**config.mk**
```make
export PLATFORM = sky130hd
export DESIGN_NAME = instruction_fetch
export DESIGN_NICKNAME = d
export VERILOG_FILES = /design/src/rtl/instruction_fetch_pkg.sv /design/src/rtl/instruction_fetch_obuf.sv /design/src/rtl/instruction_fetch.sv
export SDC_FILE = /design/constraint.sdc
export NUM_CORES = 1
export LEC_CHECK = 0
export CORE_MARGIN = 1.5
export CORE_UTILIZATION = 40
export CTS_BUF_LIST = sky130_fd_sc_hd__clkbuf_4 sky130_fd_sc_hd__clkbuf_8
export CTS_CLUSTER_SIZE = 16
export DETAILED_ROUTE_END_ITERATION = 6
export GPL_ROUTABILITY_DRIVEN = 0
export PLACE_DENSITY = 0.73
export SETUP_SLACK_MARGIN = 0.5
export SLEW_MARGIN = 30
export SYNTH_ARGS = -nofsm -noshare
export SYNTH_HDL_FRONTEND = slang
export SYNTH_SLANG_ARGS = --single-unit
```
**constraint.sdc**
```tcl
create_clock -name clk -period 1.83 [get_ports clk]
set_input_delay 0.183 -clock clk [delete_from_list [all_inputs] [get_ports clk]]
set_output_delay 0.183 -clock clk [all_outputs]
set_load 0.03 [all_outputs]
```
**src/rtl/instruction_fetch_pkg.sv**
```systemverilog
// Shared fetch-stage constants: datapath width, NOP encoding and FSM state codes.
package instruction_fetch_pkg;

  localparam int CORE_XLEN = 32;
  localparam logic [31:0] NOP_INST = 32'h0000_0013;

  typedef enum logic {
    IDLE = 1'b0,
    REQ  = 1'b1
  } fetch_state_t;

endpackage

```
**src/rtl/instruction_fetch_obuf.sv**
```systemverilog
// Enable-gated output register with a configurable asynchronous reset value.
module instruction_fetch_obuf #(
  parameter int W = 32,
  parameter logic [W-1:0] RESET_VAL = '0
) (
  input  logic         clk,
  input  logic         rst_n,
  input  logic         en,
  input  logic [W-1:0] d,
  output logic [W-1:0] q
);

  always_ff @(posedge clk or negedge rst_n) begin
    if (!rst_n) begin
      q <= RESET_VAL;
    end else if (en) begin
      q <= d;
    end
  end

endmodule

```
**src/rtl/instruction_fetch.sv**
```systemverilog
// Instruction fetch stage: one outstanding word request at a time, with PC
// redirects applied immediately when idle or deferred until the in-flight ack.
module instruction_fetch
  import instruction_fetch_pkg::*;
#(
  parameter int XLEN = CORE_XLEN,
  parameter logic [XLEN-1:0] RESET_VECTOR = '0
) (
  input  logic            clk,
  input  logic            rst_n,
  input  logic            phase_fetch,
  input  logic            jump_taken,
  input  logic [XLEN-1:0] jump_addr,
  output logic            imem_req,
  output logic [XLEN-1:0] imem_addr,
  input  logic [31:0]     imem_rdata,
  input  logic            imem_ack,
  output logic [31:0]     inst,
  output logic [XLEN-1:0] curr_pc_fd,
  output logic            stall_fetch
);

  fetch_state_t    state;
  logic [XLEN-1:0] pc;
  logic [XLEN-1:0] pend_target;
  logic            pend_valid;
  logic [XLEN-1:0] jump_target;
  logic [XLEN-1:0] fetch_target;
  logic [XLEN-1:0] next_pc;
  logic            accept;

  assign jump_target = {jump_addr[XLEN-1:2], 2'b00};
  assign accept      = (state == REQ) && imem_ack;

  // A redirect arriving in the ack cycle itself is the most recent one, so it wins.
  always_comb begin
    fetch_target = jump_taken ? jump_target : pc;
    if (jump_taken) begin
      next_pc = jump_target;
    end else if (pend_valid) begin
      next_pc = pend_target;
    end else begin
      next_pc = pc + XLEN'(4);
    end
  end

  always_ff @(posedge clk or negedge rst_n) begin
    if (!rst_n) begin
      state       <= IDLE;
      pc          <= RESET_VECTOR;
      imem_req    <= 1'b0;
      imem_addr   <= RESET_VECTOR;
      stall_fetch <= 1'b0;
      pend_valid  <= 1'b0;
      pend_target <= '0;
    end else if (state == IDLE) begin
      if (phase_fetch) begin
        state       <= REQ;
        imem_req    <= 1'b1;
        imem_addr   <= fetch_target;
        stall_fetch <= 1'b1;
        pc          <= fetch_target;
      end else if (jump_taken) begin
        pc <= jump_target;
      end
    end else begin
      if (imem_ack) begin
        state       <= IDLE;
        imem_req    <= 1'b0;
        stall_fetch <= 1'b0;
        pc          <= next_pc;
        pend_valid  <= 1'b0;
      end else if (jump_taken) begin
        pend_valid  <= 1'b1;
        pend_target <= jump_target;
      end
    end
  end

  instruction_fetch_obuf #(
    .W(32),
    .RESET_VAL(NOP_INST)
  ) u_inst_buf (
    .clk  (clk),
    .rst_n(rst_n),
    .en   (accept),
    .d    (imem_rdata),
    .q    (inst)
  );

  instruction_fetch_obuf #(
    .W(XLEN),
    .RESET_VAL('0)
  ) u_pc_buf (
    .clk  (clk),
    .rst_n(rst_n),
    .en   (accept),
    .d    (imem_addr),
    .q    (curr_pc_fd)
  );

endmodule

```
# [After elaboration in Yosys (flattened, before gate mapping)]
# Cells that the tools add are included.
[totals] latchBits=0 output_inout_bits=98 rom_bits=0 elab_cells=32 memories=0 register_bits=161 ram_bits=0 inputBits=69
[op_classes] n_eq_ne=1 n_bitwise=2 addsub=1 reduce_logical=7 mux=13 mul=0 order_cmp=0 div_mod_pow=0 shift=0
[op_table] cell="$mux W32" n=5
[op_table] cell="$add A32 B3 Y32 const B" n=1
[op_table] cell="$mux W1" n=8
[op_table] cell="$reduce_and A2 Y1" n=3
[op_table] cell="$reduce_bool A2 Y1" n=2
[op_table] cell="$reduce_and A3 Y1" n=1
[op_table] cell="$ne A2 B2 Y1 const B" n=1
[op_table] cell="$not A1 Y1" n=2
[op_table] cell="$logic_and A1 B1 Y1" n=1

# [Longest topological paths before layout]
# Gate-level depths: netlist of the first run.
[logic_depth] word_depth=5 ltp_mapped=7 depth_no_buf=6

# [Modules after synthesis]
# A second synthesis of the first run with hierarchy kept.
[hier_totals] hier_cells=685 hier_area_um2=7920.1
[by_module_without_submodules] module="instruction_fetch" cells_each=549 area_per_inst_um2=5226.3 n_inst=1 seq_area_each_um2=2427.3
[by_module_without_submodules] module="instruction_fetch_obuf (u_inst_buf)" cells_each=68 area_per_inst_um2=1348.8 n_inst=1 seq_area_each_um2=804.5
[by_module_without_submodules] module="instruction_fetch_obuf (u_pc_buf)" cells_each=68 area_per_inst_um2=1345.0 n_inst=1 seq_area_each_um2=800.8

# [Least setup slack after synthesis of the first run]
# No wires, ideal clock.
[synth_timing] path_kind="register to register" start="register pc[2]" end="register pc[18]" setup_slack_ns=0.067 t_required_ns=1.709 path_stages_with_launch=7 t_arrival_ns=1.642 synth_period_minus_slack_ns=1.763 setup_time_ns=0.121 n_path_buf=0 cell_sequence="dfrtp_1 > ha_1 > nand3_2 > nor4_4 > nand4_1 > o211a_1 > o22a_1"
[synth_between] elab_chain_cells=5
[synth_lines] element="from (decl)" line_no="instruction_fetch.sv:24" text="logic [XLEN-1:0] pc;"
[synth_lines] element="from (signal assigned)" line_no="instruction_fetch.sv:62" text="pc <= fetch_target;"
[synth_lines] element="from (signal assigned)" line_no="instruction_fetch.sv:64" text="pc <= jump_target;"
[synth_lines] element="from (signal assigned)" line_no="instruction_fetch.sv:71" text="pc <= next_pc;"
[synth_lines] element="$add A32 B3 Y32" line_no="instruction_fetch.sv:43" text="next_pc = pc + XLEN'(4);"
[synth_lines] element="$mux W32" line_no="instruction_fetch.sv:40" text="end else if (pend_valid) begin"
[synth_lines] element="$mux W32" line_no="instruction_fetch.sv:38" text="if (jump_taken) begin"
[synth_lines] element="$mux W32" line_no="instruction_fetch.sv:67" text="if (imem_ack) begin"
[synth_lines] element="$mux W32" line_no="instruction_fetch.sv:56" text="end else if (state == IDLE) begin"
# No other way between the ends. The select of a mux whose other input is x is not followed.
# A chain may end at the register's enable or synchronous reset.

# [Final worst setup path of the first run]
[layout_timing] start="register pc[2]" end="register pc[9]"
# The elaborated chain is that of the path after synthesis.

==> results.cfg, run 1 <==
[outcome]
status = complete, but fails checks
failed_checks = design-rule violations

[place]
port_buffers = 164
place_inst = 1195
dpl.hpwl_um = 14700

[grt]
grt_util_all_layers_pct = 24.2
grt_pass1_vias = 6838
grt_max_degree = 51
antenna_found_initial = 0
globalRouteOverflowTotal = 0
grt_pass1_wl_um = 37000

[clocking]
htreeDepth = 4
clockBufferDepth = 2
clkSinkCount = 161
clk_latency_ns = 0.47
cts_root_buf = clkbuf_8
cts_made_buffers = 17
tritoncts = built
clk_pin_slew_ns = 0.09

[logic_synthesis]
synth_commonest_cells = nand2_1, dfrtp_1, o21ai_0
synthTopCellsByArea = dfrtp_1, nand2_1, mux2_2, mux2i_1, o21ai_0
synth.distinct_cells = 57
synth-async-reset-ratio_pct = 100
syn_area_per_cell_um2 = 9.49
ys.flop_type = dfrtp_1
syn_area_mm2 = 0.00748
syn_inst = 788
ys_ff_latch = 161
synth_edf_count = 0
ys_seq_area_share_pct = 53.9
synth_top_area_share_pct = 52.9
synth_nets = 858
ys_warn_count = 0
synth.largest_area_cell = dfrtp_1
synth.most_common_cell = nand2_1

[layout]
area_growth_syn_to_layout_pct = 50.4
final_cells = 1271
diodes = 0
nets = 1099
drive_gt1_share_pct = 38.8
finish.utilization_pct = 62.0

[power_and_ir_drop]
p_per_area_mw_per_mm2 = 1230
power_mw = 13.8
leakage_nw = 5.59
max-vdd-ir-drop_mv = 0.588

[sta]
post-route-min-period_ns = 1.80
skew_ns = 0.0116
fin_crit_sh_pct = 98.6
fmax_mhz = 554
slew_violations = 0
tightestPinTransition_ns = 0.518
rsz0062_at_grt = true
slew_headroom_pct = 65.4
setup_viol = 0
hold_viol_final = 0

[drt]
vias_per_cell = 5.55
drc_errors = 8
dr_total_vias = 7052
antenna_left = 0
wirelength_um = 24500
first_pass_iters = 7
drt_iter0_markers = 516
wl_per_cell_um = 19.3

[worst_setup_path]
arrival_ns = 2.16
cp_slowest_cell = dfrtp_2
required_ns = 2.19
endpoint_kind = flop
cp_cell_sequence = buf_6 > nand4_1 > buf_4 > nor2_1 > o21a_1 > o21ai_0 > a221oi_1
critPathLaunchType = flop
cpPeakStageDelay_ns = 0.42
path_max_fanout = 6
critPathKind = reg2reg

[die]
start_util_pct = 41.2
coreArea_mm2 = 0.0181
fp.dieArea_mm2 = 0.0195
dieWidth_um = 140
die-height_um = 140
ioPinCount = 167
rows = 49

[job]
cap_violations = 0

[min_path]
hold_path_class = in2reg
[power breakdown]
part           switching [mW]  leakage, nW  internal (mW)
Sequential              0.768         1.96           4.52
Clock                    1.41        0.246           1.84
Combinational            3.17         3.38           2.11
[cells in the final DEF (no fill, tap or decap), types with 15 or more instances in the layout]
cell type | netlist | layout
a21oi_1 | 34 | 30
buf_2 | 12 | 97
buf_4 | 3 | 61
buf_6 | 0 | 26
clkbuf_8 | 0 | 19
clkdlybuf4s50_1 | 0 | 63
dfrtp_1 | 158 | 152
mux2_4 | 0 | 26
mux2i_1 | 34 | 34
nand2_1 | 256 | 175
nand2_2 | 0 | 48
nand2_4 | 0 | 31
nor2_1 | 18 | 15
o21ai_0 | 44 | 41
o22ai_1 | 18 | 18
[path summary, 6_finish.rpt]
kind                            startpoint               to  slack (ns)  cells past startpoint
setup reg to reg                     pc[2]            pc[9]        0.03                      7
setup / recovery                     pc[2]            pc[9]        0.03                      7
max in group asynchronous            rst_n  u_inst_buf.q[4]        0.96                      3
hold reg to reg            u_inst_buf.q[0]  u_inst_buf.q[0]        0.47                      2
min in group asynchronous            rst_n   u_pc_buf.q[16]        0.22                      2
hold / removal                  jump_taken    imem_addr[12]        0.15                      3
[worst max-delay path: cells and delay by family, from the launching register on]
family          cells  cell delay, ns
simple gates        2            0.39
buf+inv             2            0.36
compound gates      3            0.51
flops               1            0.42
[cell families after synthesis]
kind of cell	Yosys count	share of synthesized area [%]
AND/OR/NAND/NOR	341	19.9
buffers and inverters	62	3.46
flip-flops	161	53.9
XOR/XNOR	7	0.820
multiplexers	65	9.22
AO/OA/AOI/OAI	151	12.5
adder cells (fa/ha/maj)	1	0.167
[timing repair]
action                                  CTS  global route
hold buffers                              1             0
setup buffers                            18            12
gates resized for setup                 532           186
endpoints found under the setup margin  251           133
cloned                                    9             4
pin swaps                                31            68
hold endpoints to repair                 45             0
[layout make-up]
| type | instances | area, um2 |
|---|---|---|
| fill | 1444 | 6900 |
| sequential | 161 | 4040 |
| multi-input combinational | 565 | 3900 |
| timing repair buffer | 276 | 2490 |
| tap | 229 | 287 |
| clock buffer | 19 | 262 |
| clock inverter | 13 | 229 |
| inverter | 8 | 38.8 |
[stage by stage]
step | hold slack (ns) | cell area (um2) | setup TNS, ns | setup slack (ns)
detailed placement | 0.172 | 9870 | -0.728 | -0.0924
floorplan | -0.113 | 7610 | 0 | 0.256
CTS | 0.142 | 10500 | 0 | 0.0861
global placement | 0.173 | 9870 | -0.107 | -0.0404
global route | 0.160 | 11200 | -0.0717 | -0.0652
finish | 0.150 | 11200 | 0 | 0.0256
[registers in the layout (all words and copies together), names as in the netlist]
signal	cells
pend_target	30
pend_valid	1
u_pc_buf.q	32
pc	32
stall_fetch	1
imem_addr	32
state	1
u_inst_buf.q	32
[metal layers]
layer	up-vias	GRT usage (%)	share of wire, %
met4	0	10.5	3.8
li1	3223	-	-
met5	-	0	0
met1	3519	31.7	42
met2	253	39.7	49
met3	57	3.82	6.0
Note: power is estimated with default switching activity, not from simulation.
==> inputs of run 2 (changes only) <==
--- a/config.mk
+++ b/config.mk
@@ -11,6 +11,7 @@
 export CTS_CLUSTER_SIZE = 16
 export DETAILED_ROUTE_END_ITERATION = 6
 export GPL_ROUTABILITY_DRIVEN = 0
+export GPL_TIMING_DRIVEN = 1
 export PLACE_DENSITY = 0.73
 export SETUP_SLACK_MARGIN = 0.5
 export SLEW_MARGIN = 30
==> results of run 2 <==
No change in the layout: final DEF, timing and power equal those of run 1.
